## src/rtl/mmio_io_hub.sv

```systemverilog
// Memory-mapped I/O hub: output registers, debounced buttons with sticky press flags,
// and a latched PS/2 key code, all decoded from the top-of-address-space window.
module mmio_io_hub #(
    parameter int WIDTH           = 16,
    parameter int ADDR_WIDTH      = 10,
    parameter int NUM_OUT         = 2,
    parameter int NUM_IN          = 3,
    parameter int DEBOUNCE_CYCLES = 250000,
    parameter int ACTIVE_LOW      = 1
) (
    input  logic                     clk_i,
    input  logic                     reset_i,
    input  logic [ADDR_WIDTH-1:0]    addr_i,
    input  logic                     we_i,
    input  logic                     rd_en_i,
    input  logic [WIDTH-1:0]         wdata_i,
    input  logic [NUM_IN-1:0]        btn_raw_i,
    input  logic [7:0]               key_code_i,
    input  logic                     key_valid_i,
    output logic                     io_sel_o,
    output logic [WIDTH-1:0]         rd_data_o,
    output logic [NUM_OUT*WIDTH-1:0] out_data_o,
    output logic [NUM_IN-1:0]        btn_level_o
);

    localparam int                CNT_W     = $clog2(DEBOUNCE_CYCLES);
    localparam logic [CNT_W-1:0]  CNT_TC    = CNT_W'(DEBOUNCE_CYCLES - 1);
    localparam logic [NUM_IN-1:0] SYNC_IDLE = (ACTIVE_LOW != 0) ? {NUM_IN{1'b1}} : {NUM_IN{1'b0}};
    localparam logic [5:0]        OFF_FLAGS = 6'h20;
    localparam logic [5:0]        OFF_LEVEL = 6'h21;
    localparam logic [5:0]        OFF_KEY   = 6'h22;

    logic [WIDTH-1:0]  out_q [NUM_OUT];
    logic [WIDTH-1:0]  rd_data_q, rd_word;
    logic [NUM_IN-1:0] sync1_q, sync2_q, synced;
    logic [NUM_IN-1:0] level_q, level_d;
    logic [NUM_IN-1:0] flag_q, flag_d;
    logic [CNT_W-1:0]  cnt_q [NUM_IN];
    logic [CNT_W-1:0]  cnt_d [NUM_IN];
    logic [7:0]        key_q;
    logic              key_new_q, key_new_d;
    logic [5:0]        off;
    logic              wr_hit, rd_hit;
    logic              unused_addr;

    assign io_sel_o    = (addr_i[ADDR_WIDTH-1:ADDR_WIDTH-2] == 2'b11);
    assign off         = addr_i[5:0];
    assign wr_hit      = we_i & io_sel_o;
    assign rd_hit      = rd_en_i & io_sel_o;
    assign unused_addr = ^addr_i;
    assign synced      = (ACTIVE_LOW != 0) ? ~sync2_q : sync2_q;

    // Counter only advances while the synced pin disagrees with the debounced level.
    always_comb begin
        level_d = level_q;
        for (int i = 0; i < NUM_IN; i++) begin
            cnt_d[i] = cnt_q[i];
            if (synced[i] == level_q[i]) begin
                cnt_d[i] = '0;
            end else if (cnt_q[i] == CNT_TC) begin
                level_d[i] = synced[i];
                cnt_d[i]   = '0;
            end else begin
                cnt_d[i] = cnt_q[i] + 1'b1;
            end
        end
    end

    // A new press wins over a clearing read in the same cycle.
    always_comb begin
        flag_d = flag_q;
        if (rd_hit && off == OFF_FLAGS) begin
            flag_d = '0;
        end
        flag_d = flag_d | (level_d & ~level_q);
    end

    always_comb begin
        key_new_d = key_new_q;
        if (rd_hit && off == OFF_KEY) begin
            key_new_d = 1'b0;
        end
        if (key_valid_i) begin
            key_new_d = 1'b1;
        end
    end

    always_comb begin
        rd_word = '0;
        for (int k = 0; k < NUM_OUT; k++) begin
            if (off == 6'(k)) begin
                rd_word = out_q[k];
            end
        end
        if (off == OFF_FLAGS) begin
            rd_word[NUM_IN-1:0] = flag_q;
        end else if (off == OFF_LEVEL) begin
            rd_word[NUM_IN-1:0] = level_q;
        end else if (off == OFF_KEY) begin
            rd_word[15]  = key_new_q;
            rd_word[7:0] = key_q;
        end
    end

    always_ff @(posedge clk_i) begin
        if (reset_i) begin
            for (int k = 0; k < NUM_OUT; k++) begin
                out_q[k] <= '0;
            end
            for (int i = 0; i < NUM_IN; i++) begin
                cnt_q[i] <= '0;
            end
            rd_data_q <= '0;
            sync1_q   <= SYNC_IDLE;
            sync2_q   <= SYNC_IDLE;
            level_q   <= '0;
            flag_q    <= '0;
            key_q     <= '0;
            key_new_q <= 1'b0;
        end else begin
            for (int k = 0; k < NUM_OUT; k++) begin
                if (wr_hit && off == 6'(k)) begin
                    out_q[k] <= wdata_i;
                end
            end
            for (int i = 0; i < NUM_IN; i++) begin
                cnt_q[i] <= cnt_d[i];
            end
            if (rd_hit) begin
                rd_data_q <= rd_word;
            end
            sync1_q   <= btn_raw_i;
            sync2_q   <= sync1_q;
            level_q   <= level_d;
            flag_q    <= flag_d;
            key_new_q <= key_new_d;
            if (key_valid_i) begin
                key_q <= key_code_i;
            end
        end
    end

    for (genvar k = 0; k < NUM_OUT; k++) begin : g_out
        assign out_data_o[k*WIDTH +: WIDTH] = out_q[k];
    end

    assign rd_data_o   = rd_data_q;
    assign btn_level_o = level_q;

endmodule

```

## config.mk

```make
export PLATFORM = sky130hd
export DESIGN_NAME = mmio_io_hub
export DESIGN_NICKNAME = d
export VERILOG_FILES = /design/src/rtl/mmio_io_hub.sv
export SDC_FILE = /design/constraint.sdc
export NUM_CORES = 1
export LEC_CHECK = 0
export CORE_MARGIN = 4
export CORE_UTILIZATION = 55
export DETAILED_ROUTE_END_ITERATION = 8
export GPL_TIMING_DRIVEN = 0
export PLACE_DENSITY = 0.83
export SLEW_MARGIN = 25
export SYNTH_ARGS = -nofsm -noshare
export SYNTH_HDL_FRONTEND = slang
export SYNTH_SLANG_ARGS = --single-unit
```

## constraint.sdc

```tcl
create_clock -name clk_i -period 8.9 [get_ports clk_i]
set_clock_uncertainty 0.2 [all_clocks]
set_input_delay 1.78 -clock clk_i [delete_from_list [all_inputs] [get_ports clk_i]]
set_output_delay 1.78 -clock clk_i [all_outputs]
set_load 0.05 [all_outputs]
```

# Yosys cells after proc, flatten, opt, wreduce, memory -nomap -nowiden
# Memories as Yosys holds them, arrays and structs flattened.
# Cells that the tools add are included.
# classes
eq_ne,11
n_reduce_logical,6
addsub,3
bitwise,11
muxes,39
# ops
op,n
two-way mux 18 bit,9
two-way mux 16 bit,4
"adder 18 x 1 -> 18 bit, second input constant",3
"equality test 18 bit, second input constant",3
two-way mux 1 bit,20
"equality test 6 bit, second input constant",3
two-way mux 5 bit,2
two-way mux 3 bit,3
two-way mux 8 bit,1
"equality test 6 x 1 -> 1 bit, second input constant",1
logical NOT 6 bit,1
inverter 3 bit,2
bitwise OR 1 bit,5
logical AND 1 bit,4
bitwise AND 3 bit,1
equality test 1 bit,3
bitwise OR 3 bit,1
bitwise AND 1 bit,2
"equality test 2 bit, second input constant",1
nonzero test 2 bit,1
# word_totals
elab_cells,79
mem_bits_rw,86
out_inout_bits,52
mem_count,2
regBits,37
# mem_list
name,depth,width,read_ports,rd_ports_with_merged_regs,write_ports,line_no,text
cnt_q,3,18,3,0,3,38,logic [CNT_W-1:0] cnt_q [NUM_IN];
out_q,2,16,2,0,2,33,logic [WIDTH-1:0] out_q [NUM_OUT];

# Depth between registers and ports, before layout
# Gate-level depths: netlist of the first run.
# depth
word_depth,7
ltp_mapped,7
mapped_depth_nobuf,5

# Worst setup path before layout of the first run
# OpenSTA, ideal clock, no wires.
# synth_timing
kind,input to register
from,input port addr_i[0]
to,"memory out_q[1][0], in the netlist out_q[0][16], enable pin"
required_ns,8.289
path_slack_ns,4.602
arrival_time_ns,3.687
cell_stages,4
setup_time_ns,0.411
path_cell_list,buf_2 -> nor4b_2 -> nand2_1 -> o21ai_0
# synth_lines
element,line_no,text
from (decl),13,"input logic [ADDR_WIDTH-1:0] addr_i,"
to (decl),33,

# Final worst setup path of the first run
# layout_timing
from,input port addr_i[9]
to,output port io_sel_o
# layout_between
elab_chain_cells,1
# layout_lines
element,line_no,text
equality test 2 bit,46,assign io_sel_o = (addr_i[ADDR_WIDTH-1:ADDR_WIDTH-2] == 2'b11);
to (decl),20,"output logic io_sel_o,"
# No other way between the ends.

==> results.json, run 1 <==
{
  "crit_arrival_ns": 3.32,
  "dpl.hpwl_um": 9310,
  "globalRoute.totalOverflow": 0,
  "cts_setup_buffers": 0,
  "postLayoutCoreUtil": 0.739,
  "worstSetupPathType": "input pin to output pin",
  "finalSetupViolCount": 0,
  "layout.cells.most_common": "sky130_fd_sc_hd__dfxtp_1",
  "cts_buffer_depth": 2,
  "design.core.area_sq_um": 9200,
  "yosysWarnings": 0,
  "nets_final": 683,
  "synth_fp_nets": 574,
  "fin_setup_tns_ns": 0,
  "clk_pin_slew_ns": 0.06,
  "status": "complete, no violations",
  "layout_common_cells": "91 x sky130_fd_sc_hd__dfxtp_1, 88 x sky130_fd_sc_hd__clkdlybuf4s50_1, 67 x sky130_fd_sc_hd__nor2_1",
  "rsz0062_at_grt": "no",
  "netlist_top_cells_area": "sky130_fd_sc_hd__dfxtp_1 35%, sky130_fd_sc_hd__edfxtp_1 19%, sky130_fd_sc_hd__nor2_1 4.8%",
  "first_pass_iters": 4,
  "leakage_power_total_nw": 2.28,
  "netlist_area_sq_um": 5190,
  "place_congestion": 0.877,
  "post_drt_via_cell_ratio": 5.72,
  "synth_area_leader_cell": "sky130_fd_sc_hd__dfxtp_1",
  "num_antenna_cells": 0,
  "tritoncts.num_buffers": 17,
  "reg2reg_to": "cnt_q[0][8]",
  "synth_top_flop_cell": "sky130_fd_sc_hd__dfxtp_1",
  "cts_tree": "built",
  "fp.dieW_um": 105,
  "period_needed_ns": 5.30,
  "cp-end-kind": "output pin",
  "synthDistinctLibCells": 47,
  "path_max_fanout": 3,
  "ys_seq_elements": 123,
  "worstRegToRegCells": 7,
  "drc_violation_count_after_routing": 0,
  "power_density_nw_per_um2": 197,
  "synthesis.instances": 529,
  "worst_ep_required_time_ns": 6.92,
  "hold_class": "flip-flop to flip-flop",
  "grt_first_pass_wirelength_um": 21600,
  "worst-slew-pin-transition_ns": 0.649,
  "timing.rr.start": "cnt_q[0][0]",
  "r2r_slack_ns": 6.44,
  "global_route.usage.total": 0.247,
  "detailedRoute.firstIterationViolations": 236,
  "synth_edf_count": 32,
  "hold_buffer_count_at_cts": 0,
  "number_of_antenna_violations_at_the_first_check_in_global_routing": 0,
  "max_cap_violations": 0,
  "grt_pass1_vias": 4517,
  "initial_core_util": 0.565,
  "placement_rows": 35,
  "path_cells": "clkdlybuf4s50_1, and2_1, clkdlybuf4s50_1",
  "largest_stage_delay_on_the_critical_path_ns": 0.84,
  "grt_start_max_net_pins": 17,
  "root_buffer": "sky130_fd_sc_hd__clkbuf_8",
  "timing_max_transition_violations_final": 0,
  "fraction_of_layout_cells_with_a_size_suffix_above_1": 0.0906,
  "die-area_sq_um": 11100,
  "worstHoldPathCells": 1,
  "worst_hold_startpoint": "sync1_q[2]",
  "ys_async_sr_fraction": 0,
  "htree_levels": 4,
  "timing.hold.worst_endpoint": "sync2_q[2]",
  "route.vias.total": 4359,
  "vdd_drop_max_mv": 0.215,
  "ant_nets": 0,
  "worstSetupStartpointType": "input pin",
  "final_min_period_over_clock_period": 0.595,
  "final_count_of_hold_timing_violations": 0,
  "achievable-frequency_mhz": 189,
  "floorplan.die.height_um": 105,
  "synth.top_cell.area_share": 0.351,
  "pin_count": 94,
  "post_synth.cell_area_avg_sq_um": 9.82,
  "synth_seq_area_share": 0.536,
  "relSlewSlack": 0.563,
  "routed_wl_um": 13100,
  "crit_top_cell": "sky130_fd_sc_hd__clkdlybuf4s50_1",
  "cts.sinks": 123,
  "cp_slowest_cell": "sky130_fd_sc_hd__clkdlybuf4s50_1",
  "clock_latency_ns": 0.52,
  "cts_repair_resize_count": 0,
  "port_buffers": 88,
  "avgRoutedWirePerCell_um": 17.2,
  "layout_stage_area_growth_over_the_synthesis_result_pct": 30.9
}
==> synthesized netlist by cell type, drive strengths merged, types with 4 or more instances <==
cell type and n:
nor4 11, and2 25, nand4 11, nor3 12, nor2 67, inv 9
dfxtp 91, o31ai 9, nor4b 5, nand3 32, xor2 17, buf 6
or2 7, a311oi 4, and4 5, a221oi 7, and3 9, nor2b 4
a21oi 30, o21ai 17, nand2 31, xnor2 21, or4 8, a22oi 6
mux2i 11, clkbuf 18, or3 6, edfxtp 32
==> stage by stage <==
stage / instances / cell area, sq um / worst slack [ns] / total power [W] / hold slack (ns)
2_1_floorplan: 529 / 5190 / 4.60 / 0.000669 / 0.189
5_1_grt: 762 / 6800 / 3.55 / 0.00138 / 0.215
3_3_place_gp: 728 / 6210 / 3.57 / 0.000716 / 0.197
3_5_place_dp: 730 / 6240 / 3.63 / 0.000719 / 0.196
4_1_cts: 762 / 6800 / 3.60 / 0.00135 / 0.204
6_report: 762 / 6800 / 3.60 / 0.00134 / 0.198
==> worst max path at each step <==
stage                         start           end  slack (ns)  depth (start not counted)
after floorplan           addr_i[0]  out_q[0][16]        4.60                          4
after global placement    addr_i[3]   out_q[0][9]        3.57                          4
after detailed placement  addr_i[9]      io_sel_o        3.63                          3
after CTS                 addr_i[8]      io_sel_o        3.60                          3
after global routing      addr_i[9]      io_sel_o        3.55                          3
final                     addr_i[9]      io_sel_o        3.60                          3
==> per-layer routing <==
metal	GRT usage	routed length (um)
met1	0.267	5210
met2	0.434	6700
met3	0.0889	835
met4	0.106	363
met5	0	0
==> final cells by class <==
cell class | count | area, sq um
inverter | 9 | 33.8
fill | 658 | 2400
sequential | 123 | 2780
timing repair buffer | 90 | 903
tap | 111 | 139
multi-input combinational | 373 | 2280
buffer | 24 | 105
clock inverter | 12 | 87.6
clock buffer | 20 | 468
==> where the power goes <==
group | internal, W | leakage, nW | switching [W] | total, W
combinational | 0.0000420 | 0.976 | 0.0000696 | 0.000112
clock | 0.000376 | 0.258 | 0.000255 | 0.000631
sequential | 0.000588 | 1.04 | 0.00000946 | 0.000598
==> kinds of logic after synthesis <==
kind of cell,Yosys count,synth area share
xor+xnor,38,0.0641
buf+inv,33,0.0267
fa+ha+maj,3,0.00723
simple gates,238,0.243
flops,123,0.536
mux,11,0.0212
compound gates,83,0.102
==> registers in the layout, summed over array words and instances (netlist names) <==
| name | flops |
|---|---|
| key_new_q | 1 |
| sync2_q | 3 |
| key_q | 8 |
| rd_data_o | 16 |
| sync1_q | 3 |
| out_q | 32 |
| cnt_q | 54 |
| btn_level_o | 3 |
| flag_q | 3 |
==> critical path: cells and delay by family <==
kind	cells	cell delay, ns
buffers and inverters	2	1.34
AND/OR/NAND/NOR	1	0.20
Power figures use the tool's default switching activity.
==> run 2, diff against run 1 <==
Settings changed: CORE_UTILIZATION 55 to 52, PLACE_DENSITY 0.83 to 0.79.
Clock period 8.9 ns to 5.3 ns, I/O delays scaled along.
==> results.json, run 2 (synthesis results as in run 1) <==
{
  "status": "complete, no violations",
  "max_cap_violations": 0,
  "globalRoute.totalOverflow": 0,
  "worstHoldPathCells": 1,
  "grt_first_pass_wirelength_um": 21400,
  "postLayoutCoreUtil": 0.710,
  "cts.sinks": 123,
  "drc_violation_count_after_routing": 0,
  "global_route.usage.total": 0.238,
  "leakage_power_total_nw": 2.32,
  "finalSetupViolCount": 0,
  "fp.dieW_um": 108,
  "vdd_drop_max_mv": 0.259,
  "detailedRoute.firstIterationViolations": 245,
  "pin_count": 94,
  "preCtsSetupSlack_ns": 1.47,
  "layout_common_cells": "91 x sky130_fd_sc_hd__dfxtp_1, 88 x sky130_fd_sc_hd__clkdlybuf4s50_1, 67 x sky130_fd_sc_hd__nor2_1",
  "htree_levels": 4,
  "worst_hold_startpoint": "sync1_q[1]",
  "clock_latency_ns": 0.52,
  "r2r_slack_ns": 2.88,
  "layout_stage_area_growth_over_the_synthesis_result_pct": 33.1,
  "floorplan.die.height_um": 108,
  "timing_max_transition_violations_final": 0,
  "layoutNonFillerInstCount": 784,
  "final_count_of_hold_timing_violations": 0,
  "placement_rows": 36,
  "worstSetupPathType": "input pin to output pin",
  "period_needed_ns": 3.87,
  "number_of_antenna_violations_at_the_first_check_in_global_routing": 0,
  "reg2reg_to": "cnt_q[0][8]",
  "cp_slowest_cell": "sky130_fd_sc_hd__clkdlybuf4s50_1",
  "dp.cells": 752,
  "timing.hold.worst_endpoint": "sync2_q[1]",
  "place_congestion": 0.815,
  "n_fill_cell": 739,
  "cp_num_buf_inv": 2,
  "cts_setup_buffers": 0,
  "design.core.area_sq_um": 9730,
  "worst-slew-pin-transition_ns": 0.638,
  "achievable-frequency_mhz": 258,
  "worstSetupStartpointType": "input pin",
  "routed_wl_um": 13000,
  "cts_repair_resize_count": 0,
  "largest_register": "cnt_q",
  "nets_final": 683,
  "first_pass_iters": 8,
  "avgRoutedWirePerCell_um": 16.6,
  "hold_buffer_count_at_cts": 0,
  "hold_ws_ns": 0.216,
  "grt_pass1_vias": 4385,
  "worstRegToRegCells": 7,
  "relSlewSlack": 0.571,
  "dpl.hpwl_um": 9130,
  "port_buffers": 88,
  "layout.cells.most_common": "sky130_fd_sc_hd__dfxtp_1",
  "critPathTopFamily": "buffers and inverters",
  "cp-end-kind": "output pin",
  "rsz0062_at_grt": "no",
  "largest_stage_delay_on_the_critical_path_ns": 0.82,
  "worst_ep_required_time_ns": 4.04,
  "num_antenna_cells": 0,
  "crit_top_cell": "sky130_fd_sc_hd__clkdlybuf4s50_1",
  "cts_tree": "built",
  "route.vias.total": 4300,
  "initial_core_util": 0.534,
  "tritoncts.num_buffers": 17,
  "final_min_period_over_clock_period": 0.730,
  "path_cells": "clkdlybuf4s50_1, and2_1, clkdlybuf4s50_1",
  "cts_buffer_depth": 2,
  "hold_class": "flip-flop to flip-flop",
  "fin_setup_tns_ns": 0,
  "ant_nets": 0,
  "worst_slack_ns": 1.43,
  "die-area_sq_um": 11600,
  "power_density_nw_per_um2": 352,
  "timing.rr.start": "cnt_q[0][0]",
  "root_buffer": "sky130_fd_sc_hd__clkbuf_8",
  "grt_start_max_net_pins": 17,
  "crit_arrival_ns": 2.61,
  "post_drt_via_cell_ratio": 5.48,
  "fraction_of_layout_cells_with_a_size_suffix_above_1": 0.0922,
  "clk_pin_slew_ns": 0.06,
  "largest_register_ffs": 54,
  "path_max_fanout": 3
}
[run 2: power by group]
| part | leakage [nW] | switching [W] | internal, W |
|---|---|---|---|
| clock | 0.305 | 0.000428 | 0.000813 |
| combinational | 0.978 | 0.000117 | 0.0000708 |
| sequential | 1.04 | 0.0000153 | 0.000988 |
| total | 2.32 | 0.000560 | 0.00187 |
[run 2: final cells by class]
class | instances | area (sq um) | share of cell area
clock buffers | 18 | 418 | 0.0605
clock inverters | 14 | 219 | 0.0317
flip-flops and latches | 123 | 2780 | 0.403
repair buffers | 90 | 907 | 0.131
well taps | 133 | 166 | 0.0241
multi-input cells | 373 | 2280 | 0.330
plain buffers | 24 | 105 | 0.0152
inverters | 9 | 33.8 | 0.00489
[run 2: metal layers]
layer	vias to the layer above	GRT usage	part of all wire
li1	2125	-	-
met1	2036	0.265	0.41
met2	116	0.405	0.50
met3	23	0.100	0.074
met4	0	0.0947	0.020
met5	-	0	0
[run 2: worst max-delay path by stage]
stage,from,end,slack (ns),cells after the start
2_1_floorplan,addr_i[0],out_q[0][16],1.72,4
3_3_place_gp,addr_i[3],out_q[0][22],0.59,4
3_5_place_dp,addr_i[8],io_sel_o,1.47,3
4_1_cts,addr_i[8],io_sel_o,1.44,3
5_1_grt,addr_i[9],io_sel_o,1.39,3
6_report,addr_i[8],io_sel_o,1.43,3
[run 2: stage by stage]
step / instance area, sq um / total power [W]
detailed placement: 6270 / 0.00121
floorplan: 5190 / 0.00112
global route: 6910 / 0.00250
finish: 6910 / 0.00243
global placement: 6240 / 0.00120
CTS: 6910 / 0.00245
==> run 3, diff against run 2 <==
Clock period 5.3 ns to 3.65 ns, I/O delays scaled along.
==> results of run 3 <==
The final DEF is identical to that of run 2. Status: complete, no violations.
Main changes from that run: setup slack after placement 1.47 ns -> 0.219 ns; setup slack after layout 1.43 ns -> 0.441 ns; register-to-register setup slack 2.88 ns -> 1.23 ns; total power 0.00243 W -> 0.00353 W; worst IR drop on VDD 0.259 mV -> 0.376 mV
